### src/rtl/nibble_arb_pkg.sv
// Shared types and defaults for the nibble adder arbiter slice.
package nibble_arb_pkg;

  localparam int NREQ_DEF = 4;
  localparam int W_DEF    = 4;

  typedef enum logic [1:0] {
    IDLE = 2'd0,
    EXEC = 2'd1,
    HOLD = 2'd2
  } state_t;

  // Index reached by stepping 'off' places from 'base' in a ring of n entries.
  function automatic int wrap_idx(input int base, input int off, input int n);
    return (base + off) % n;
  endfunction

endpackage

### src/rtl/rr_pick.sv
// Combinational wrapping priority picker: first set request at or after ptr.
module rr_pick
  import nibble_arb_pkg::*;
#(
  parameter int NREQ = NREQ_DEF,
  parameter int IDW  = $clog2(NREQ)
) (
  input  logic [NREQ-1:0] req,
  input  logic [IDW-1:0]  ptr,
  output logic [NREQ-1:0] gnt,
  output logic [IDW-1:0]  gnt_idx,
  output logic            any
);

  logic [IDW-1:0] idx;

  always_comb begin
    // NOTE: every output gets a default before the loop, so no path leaves one unassigned and no latch is inferred.
    gnt     = '0;
    gnt_idx = '0;
    any     = 1'b0;
    idx     = '0;
    for (int k = 0; k < NREQ; k++) begin
      idx = IDW'(wrap_idx(int'(ptr), k, NREQ));
      if (!any && req[idx]) begin
        gnt[idx] = 1'b1;
        gnt_idx  = idx;
        any      = 1'b1;
      end
    end
  end

endmodule

### src/rtl/nibble_add_arbiter.sv
// Round-robin arbiter sharing one registered W-bit adder among NREQ requesters,
// holding each tagged result until the consumer accepts it.
module nibble_add_arbiter
  import nibble_arb_pkg::*;
#(
  parameter int NREQ = NREQ_DEF,
  parameter int W    = W_DEF,
  parameter int IDW  = $clog2(NREQ)
) (
  input  logic              clk,
  input  logic              rst_n,
  input  logic [NREQ-1:0]   req_valid,
  input  logic [NREQ*W-1:0] req_a,
  input  logic [NREQ*W-1:0] req_b,
  output logic [NREQ-1:0]   req_ready,
  output logic              res_valid,
  input  logic              res_ready,
  output logic [W-1:0]      res_sum,
  output logic              res_carry,
  output logic [IDW-1:0]    res_id,
  output logic [7:0]        ops_done
);

  state_t         state, state_n;
  logic [IDW-1:0] ptr;
  logic [W-1:0]   a_q, b_q;
  logic [IDW-1:0] id_q;

  logic [NREQ-1:0] gnt;
  logic [IDW-1:0]  gnt_idx;
  logic            any;
  logic [W-1:0]    a_arr [NREQ];
  logic [W-1:0]    b_arr [NREQ];
  logic            take;
  logic            fin;

  rr_pick #(.NREQ(NREQ), .IDW(IDW)) u_pick (
    .req     (req_valid),
    .ptr     (ptr),
    .gnt     (gnt),
    .gnt_idx (gnt_idx),
    .any     (any)
  );

  always_comb begin
    for (int i = 0; i < NREQ; i++) begin
      a_arr[i] = req_a[i*W +: W];
      b_arr[i] = req_b[i*W +: W];
    end
  end

  assign take = (state == IDLE) && any;
  assign fin  = (state == HOLD) && res_ready;

  always_ff @(posedge clk or negedge rst_n) begin
    // NOTE: sequential state uses <= so every flop samples pre-edge values regardless of block order.
    if (!rst_n) state <= IDLE;
    else        state <= state_n;
  end

  always_comb begin
    state_n   = state;
    req_ready = '0;
    case (state)
      IDLE: begin
        // Reset forces IDLE asynchronously; keep grants dark until it is released.
        if (rst_n) req_ready = gnt;
        if (take)  state_n   = EXEC;
      end
      EXEC: state_n = HOLD;
      HOLD: if (res_ready) state_n = IDLE;
      default: state_n = IDLE;
    endcase
  end

  always_ff @(posedge clk or negedge rst_n) begin
    if (!rst_n) begin
      // NOTE: operand and tag registers are reset along with the result, so nothing undefined can ever reach res_*.
      a_q       <= '0;
      b_q       <= '0;
      id_q      <= '0;
      res_sum   <= '0;
      res_carry <= 1'b0;
      res_id    <= '0;
      res_valid <= 1'b0;
      ptr       <= '0;
      ops_done  <= '0;
    end else begin
      if (take) begin
        a_q  <= a_arr[gnt_idx];
        b_q  <= b_arr[gnt_idx];
        id_q <= gnt_idx;
      end
      if (state == EXEC) begin
        {res_carry, res_sum} <= {1'b0, a_q} + {1'b0, b_q};
        res_id               <= id_q;
        res_valid            <= 1'b1;
      end
      if (fin) begin
        res_valid <= 1'b0;
        // Granted requester drops to lowest priority for the next search.
        ptr       <= (id_q == IDW'(NREQ - 1)) ? '0 : id_q + 1'b1;
        ops_done  <= ops_done + 8'd1;
      end
    end
  end

endmodule
### config.mk
export PLATFORM = sky130hd
export DESIGN_NAME = nibble_add_arbiter
export DESIGN_NICKNAME = d
export VERILOG_FILES = /design/src/rtl/nibble_arb_pkg.sv /design/src/rtl/rr_pick.sv /design/src/rtl/nibble_add_arbiter.sv
export SDC_FILE = /design/constraint.sdc
export NUM_CORES = 1
export LEC_CHECK = 0
export BUFFER_PORTS_ARGS = -buffer_cell sky130_fd_sc_hd__buf_2
export CAP_MARGIN = 20
export CORE_MARGIN = 2
export CORE_UTILIZATION = 52
export DETAILED_ROUTE_END_ITERATION = 10
export PLACE_DENSITY = 0.8
export SLEW_MARGIN = 20
export SYNTH_ARGS = -nofsm -noshare
export SYNTH_HDL_FRONTEND = slang
export SYNTH_HIERARCHICAL = 1
export SYNTH_SLANG_ARGS = --single-unit
### constraint.sdc
create_clock -name clk -period 3.2 [get_ports clk]
set_input_delay 0.32 -clock clk [delete_from_list [all_inputs] [get_ports clk]]
set_output_delay 0.32 -clock clk [all_outputs]
set_load 0.1 [all_outputs]
After elaboration in Yosys (flattened, before gate mapping)
Index checks and enable logic that the tools add are counted.

Bits in registers: 30. Output and inout bits: 20. Word-level logic and storage cells: 91.

Add/subtract/negate cells: 6. Order comparisons: 9. Equal/unequal tests: 5. Mux-type cells: 42. Bitwise gates (word level): 4. Reduce and logical (&&, ||, !) cells: 15.

Operator list (count): 4-bit 2-to-1 mux (10); 4-bit binary-select mux with 2-bit select (2); 1-bit 2-to-1 mux (14); 2-bit 2-to-1 mux (7); 2-bit by 3-bit less-than comparator with 1-bit output, second input constant (4); 4-bit OR (3); 1-bit logical AND (9); 8-bit by 1-bit adder with 8-bit output, second input constant (1); 1-bit binary-select mux with 2-bit select (4); 1-bit demux with 2-bit select (4); 2-bit by 1-bit >= comparator with 1-bit output, second input constant (4); 2-bit one-hot mux with 3 select lines (1); 4-bit by 4-bit adder with 5-bit output (1); 2-bit by 1-bit adder with 2-bit output, second input constant (2); 2-bit adder, second input constant (2); 2-bit equality test, second input constant (2); 2-bit inequality test, second input constant (2); 3-bit >= comparator, second input constant (1); 1-bit zero test (3); 2-bit NOT with 3-bit output (1); 2-bit by 1-bit equality test with 1-bit output, second input constant (1); 2-bit zero test (1); 2-bit AND reduction (1); 2-bit nonzero test (1).

Longest topological paths before layout
Gate-level depths: netlist (run 1).

Depth in word-level cells: 16. Gate-level depth with buffers: 12.

Modules after synthesis
Netlist (run 1), hierarchy kept.

Modules (own cells, without submodules): nibble_add_arbiter (times used 1, cells an instance 118, area each 1594.0 sq um, seq. area each 750.7 sq um); rr_pick (times used 1, cells an instance 45, area each 421.7 sq um, seq. area each 0.0 sq um).

Least setup slack after synthesis (run 1)
No wires, ideal clock.

Path type: register to output. From: register ptr[0]. To: output req_ready[0]. Arrival time: 2678 ps. Required time: 2880 ps. Path slack: 202 ps. Cell stages (with the launch flop): 10. Cells stage by stage: dfrtp_1 > buf_6 > inv_1 > ha_1 > mux4_2 > buf_6 > nor4b_4 > a22oi_1 > o21ai_0 > and3_1.

Longest elaborated chain between the ends: 14. Elaborated cells on any way between the ends: 49. Classes of those cells: add/sub: 3; order compare: 8; mux: 25; bitwise: 3; reduce/logical: 10.

Ends and longest elaborated chain: start, declared (RTL line nibble_add_arbiter.sv:25) `logic [IDW-1:0] ptr;`; start signal, assigned (RTL line nibble_add_arbiter.sv:102) `ptr <= (id_q == IDW'(NREQ - 1)) ? '0 : id_q + 1'b1;`; branches (longest 11 deep; another with 2-bit by 3-bit less-than comparator with 1-bit output); 4-bit 2-to-1 mux (*) (RTL line rr_pick.sv:25) `if (!any && req[idx]) begin`; named net gnt[0] (RTL line nibble_add_arbiter.sv:29) `logic [NREQ-1:0] gnt;`; 4-bit 2-to-1 mux (*) (RTL line nibble_add_arbiter.sv:67) `if (rst_n) req_ready = gnt;`; 4-bit 2-to-1 mux (*) (RTL line nibble_add_arbiter.sv:64) `case (state)`; end, declared (RTL line nibble_add_arbiter.sv:15) `output logic [NREQ-1:0] req_ready,`.

Mark *: on every way through the listed nets, which the timed path passes. The select of a mux whose other input is x is not followed.

Worst setup path in the final report (run 1)
From: register ptr[1]. To: output req_ready[1].

The elaborated chain is that of the path after synthesis.

==> out/qor.txt, run 1 <==
Outcome: finished clean
Crit Path Category: reg -> out
Top cell type's share of synthesized area: 37.2%
Worst Setup Start Kind: flop
Ant. Diodes: 0
Initial antenna violation count: 0
Starting Density: 54.6%
Start of the worst register-to-register path: ptr[1]$_DFFE_PN0P_
Global route total overflow: 0
Most used DFF post-synth: dfrtp_1
Critical path peak fanout: 9
Clk_skew: 0.00255 ns
Total Wirelength: 4650 µm
Final ANT Viol Nets: 0
Hold depth: 2
Final worst path period share: 95.6%
Final WS setup: 0.140 ns
Post-synth top area cell: dfrtp_1
Highest routed layer: met4
Worst reg2reg setup slack: 0.20 ns
Worst Hold End: state[1]$_DFFE_PN0P_
WP data arrival: 2.74 ns
Hpwl dp: 3640 µm
Layout fillers: 292
Drt first pass iters: 6
Die W: 66.3 µm
F_max: 327 MHz
TritonCTS clock tree: done
CTS buffer count: 5
Synth unique cells: 40
Residual DRC: 0
Crit path capture type: primary output
Wl on met1: 1960 µm
Min-Delay Path Class: in -> reg
Final Max Tran Viols: 0
H-tree depth: 2
Port Buffers: 58
Clock slew at reported path FFs: 0.06 ns
Avg Inst Size Synth: 12.4 µm²
Reg2Reg Capture Point: b_q[0]$_DFFE_PN0P_
Post-synthesis register bit count: 30
Hold Crit Start: res_ready
Hold Fails Final Rpt: 0
Max_slew headroom: 59.6%
Gr usage total: 22.8%
Layout cells sized above 1: 45.4%
DP Area: 2430 µm²
Via density: 5.82
Root buf cell: clkbuf_8
Iteration-0 DRC Markers: 110
Area contributors post-synth: dfrtp_1 37%, mux4_2 8.9%, ha_1 6.8%
Final GP Congestion: 0.846
Share of synthesized flip-flops with an asynchronous set or reset: 100%
Post-route cell area: 2520 µm²
Crit. Startpoint: ptr[1]$_DFFE_PN0P_
Mapped Cells: 163
Register area share after synthesis: 37.2%
Rows: 22
Clock sinks: 30
Core area: 3690 µm²
Wire per inst: 16.8 µm
Die Area: 4390 µm²
Longest Clk Path Bufs: 2
Maxcap violations: 0
Chip Height: 66.3 µm
WL met2: 2340 µm
Critical Path RT: 2.88 ns
Synth Cell Area: 2020 µm²
Vias after detailed routing: 1613
Setup-failing EPs final: 0
Post-CTS Setup Inserts: 0
P&R area growth vs syn: 25.3%
Syn_nets: 214
First-pass GRT wire length: 7410 µm
Largest net degree at the start of global routing: 30
Nets: 280
IO Count: 59
Post-place setup slack: 0.0273 ns
Worst-Skew Late Latency: 0.28 ns
Sum Neg Setup Slack: 0 ns
Worst R2R Path Depth: 9
Least-Margin Pin Slew: 0.607 ns
Final min period: 3.06 ns
Routed wl met3: 228 µm
Synth Warn #: 6
RSZ-0062 raised after global routing: false
Vias in the first global route: 1641
Final hold slack: 0.284 ns
Post-synth EDFFs: 0
cell usage after synthesis, drive strengths merged, types with 3 or more instances:
cell / instances
nand2b: 4
nand3: 6
mux4: 12
nand2: 6
nor2: 6
inv: 7
a22oi: 8
ha: 11
o21ai: 12
dfrtp: 30
a21oi: 3
nor3: 3
xor2: 5
nor2b: 3
mux2: 14
xnor2: 3
buf: 5
and3: 5
worst max path at each step:
stage | endpoint | slack (ns) | cells after the start
final | req_ready[1] | 0.14 | 9
after global routing | req_ready[1] | 0.06 | 8
after CTS | b_q[0]$_DFFE_PN0P_ | 0.02 | 8
after detailed placement | a_q[3]$_DFFE_PN0P_ | 0.03 | 8
after global placement | b_q[3]$_DFFE_PN0P_ | 0.13 | 8
after floorplan | req_ready[0] | 0.20 | 9
per-layer routing:
metal	track usage [%]	vias to the layer above
met5	0	-
met4	9.95	0
met3	4.26	9
met2	39.1	60
met1	27.6	797
li1	-	747
flip-flops by register name (all words and copies together), names as in the netlist:
signal / count
res_carry: 1
id_q: 2
res_sum: 4
ops_done: 8
ptr: 2
res_id: 2
state: 2
res_valid: 1
a_q: 4
b_q: 4
metrics by stage:
stage	utilization, %	std cells
2_1_floorplan	-	163
3_3_place_gp	65.8	269
3_5_place_dp	65.8	269
4_1_cts	68.2	277
5_1_grt	68.5	277
6_report	68.5	277
placed cells by master, fill, tap and decap left out, types with 2 or more instances in the layout:
master and instances:
buf_12 4, mux4_2 8, and3_1 5, clkinv_2 2, clkbuf_8 5, nor2b_1 3
a22oi_1 8, nor2_1 5, mux2_4 7, dfrtp_1 29, xnor2_1 3, mux4_1 4
mux2i_1 2, nand2b_1 3, ha_1 11, a21oi_1 3, buf_2 54, mux2_2 7
xor2_1 5, nor4bb_1 2, nand3_1 6, nor3_2 2, inv_1 7, nand2_1 6
o21ai_0 11, buf_4 7
worst max-delay path: stages (launching register included):
cell	delay, ns
dfrtp_2	0.42
inv_1	0.10
ha_1	0.36
mux4_2	0.33
buf_4	0.19
nor4b_4	0.39
a22oi_1	0.12
o21ai_0	0.12
and3_1	0.24
buf_12	0.19
cells by family (layout without fill, tap and decap cells):
kind of cell | count (synthesis) | count (layout) | share of synthesized area, %
mux | 28 | 28 | 24.3
fa+ha+maj | 12 | 12 | 7.82
simple gates | 43 | 43 | 14.3
compound gates | 28 | 28 | 8.75
xor+xnor | 8 | 8 | 3.48
buf+inv | 14 | 80 | 4.16
flops | 30 | 30 | 37.2
layout make-up:
cell class	instances	area, µm²	area share [%]
Tap cell	48	60.1	2.38
Inverter	7	26.3	1.04
Sequential cell	30	752	29.8
Multi-Input combinational cell	119	1190	47.3
Clock inverter	2	10.0	0.396
Clock buffer	5	68.8	2.73
Timing Repair Buffer	66	413	16.4
repair_timing:
action,CTS,global route
hold buffers,1,0
gates resized for setup,0,2
hold endpoints to repair,1,0
endpoints found under the setup margin,0,10
Power of run 1 is left out: the tool's default activity adds up to more than one toggle a clock period on the data nets, which glitch-free logic cannot reach.
==> run 2, diff against run 1 <==
- CORE_UTILIZATION: 52 -> 30
- PLACE_DENSITY: 0.8 -> unset
==> out/qor.txt, run 2 (synthesis results as in run 1) <==
Wire per inst: 14.4 µm (-14%)
Final GP Congestion: 0.794 (-6.1%)
Iteration-0 DRC Markers: 63 (-43%)
Clock sinks: 30 (unchanged)
Vias after detailed routing: 1552 (-3.8%)
Worst R2R Path Depth: 8 (-1)
Post-CTS Setup Inserts: 0 (unchanged)
Max reg flops: 8 (unchanged)
Hpwl dp: 3430 µm (-5.6%)
Longest Clk Path Bufs: 2 (unchanged)
Nets: 280 (unchanged)
Layout fillers: 611 (+110%)
Final ANT Viol Nets: 0 (unchanged)
IO Count: 59 (unchanged)
H-tree depth: 2 (unchanged)
Critical path peak fanout: 13 (+4)
Core area: 6420 µm² (+74%)
Clk_skew: 0.00374 ns (+0.00119 ns)
Residual DRC: 0 (unchanged)
Final min period: 3.02 ns (-0.0430 ns)
Hold Fails Final Rpt: 0 (unchanged)
Largest net degree at the start of global routing: 31 (+3.3%)
Multi-input gate area: 1190 µm² (unchanged)
Ant. Diodes: 0 (unchanged)
Clock slew at reported path FFs: 0.06 ns (about the same)
Final Core Density: 40.0% (-28 points)
Storage element area: 751 µm² (-0.17%)
# resized after CTS: 0 (unchanged)
P&R area growth vs syn: 27.5%
CTS buffer count: 5 (unchanged)
Chain of cells forming the critical path: buf_4 -> mux4_2 -> buf_4 -> nor4b_4 -> a22oi_1 -> o21ai_0 -> and3_1 -> buf_12
Final worst path period share: 94.3% (-1.3 points)
Crit path max-delay cell type: mux4_2
Total Wirelength: 4410 µm (-5.0%)
Most used cell, CP: buf_4
Outcome: finished clean
Min-Delay Path Class: in -> async
Port Buffers: 58 (unchanged)
Initial antenna violation count: 0 (unchanged)
Crit Path Category: reg -> out
Maxcap violations: 0 (unchanged)
CP max stage delay: 0.58 ns (+0.16 ns)
F_max: 331 MHz (+1.4%)
Gr usage total: 13.0% (-9.8 points)
Setup-failing EPs final: 0 (unchanged)
Global route total overflow: 0 (unchanged)
WP data arrival: 2.70 ns (-0.04 ns)
Rows: 29 (+32%)
Max_slew headroom: 58.0% (-1.6 points)
Root buf cell: clkbuf_8
Starting Density: 31.4% (-23 points)
Layout cells sized above 1: 45.2% (-0.20 points)
Drt first pass iters: 7 (+1)
Die Area: 7390 µm² (+68%)
Final Max Tran Viols: 0 (unchanged)
Most frequent cells in the layout: 54 x buf_2, 30 x dfrtp_1, 12 x o21ai_0
Largest Register: ops_done
First-pass GRT wire length: 7650 µm (+3.3%)
Chip Height: 86.0 µm (+30%)
Worst Setup Start Kind: flop
Crit path capture type: primary output
Sum Neg Setup Slack: 0 ns (unchanged)
Commonest non-fill, non-tap cell in the layout: buf_2
TritonCTS clock tree: done
RSZ-0062 raised after global routing: false
Vias in the first global route: 1544 (-5.9%)
Hold_buf cts: 0 (-1)
Critical Path RT: 2.88 ns (about the same)
Via density: 5.06 (-13%)
Die W: 86.0 µm (+30%)
Worst-Skew Late Latency: 0.29 ns (about the same)
Least-Margin Pin Slew: 0.630 ns (+0.0239 ns)
run 2: changes by cell type in the layout (fill, tap and decap cells not counted), sizes merged:
cell,change
buf,+1
clkbuf,+2
dlygate4sd3,-1
clkinv,-1
run 2: through the flow:
step,setup slack (ns),instance area (µm²),instances,hold slack (ns)
2_1_floorplan,0.202,2020,163,0.0244
3_3_place_gp,0.138,2470,299,0.456
3_5_place_dp,0.0879,2470,299,0.456
4_1_cts,0.0707,2560,307,0.175
5_1_grt,0.0403,2570,307,0.205
6_report,0.182,2570,307,0.154
run 2: worst paths after layout:
path / start / to / slack, ns
worst min-delay path: rst_n / res_sum[1]$_DFFE_PN0N_ / 0.15
min in group clk: res_ready / state[1]$_DFFE_PN0P_ / 0.27
worst max-delay path: ptr[0]$_DFFE_PN0P_ / req_ready[2] / 0.18
worst min register to register: ops_done[7]$_DFFE_PN0P_ / ops_done[7]$_DFFE_PN0P_ / 0.47
max in group asynchronous: rst_n / b_q[2]$_DFFE_PN0P_ / 2.77
worst max register to register: ptr[0]$_DFFE_PN0P_ / a_q[3]$_DFFE_PN0P_ / 0.25
run 2: final cells by class:
cell class                 instances  area share, %
tap                               77           3.75
multi-input combinational        119           46.5
clock inverter                     1          0.195
inverter                           7           1.02
clock buffer                       7           3.36
timing repair buffer              66           16.0
sequential                        30           29.2
run 2: per-layer routing:
metal  vias to the layer above  part of all wire, %  GRT usage [%]
met5                         -                    0              0
met2                        41                   47           20.6
met3                         8                  4.9           3.27
li1                        743                    -              -
met4                         0                  1.6           4.18
met1                       760                   47           17.3
run 2: worst max-delay path: cells and delay by family, from the launching register on:
family                 cells  cell delay, ns
buffers and inverters      3            0.62
DFF                        1            0.35
AOI/OAI and AO/OA          2            0.21
muxes                      1            0.58
and+or+nand+nor            2            0.64
Power of run 2 is left out for the same reason.
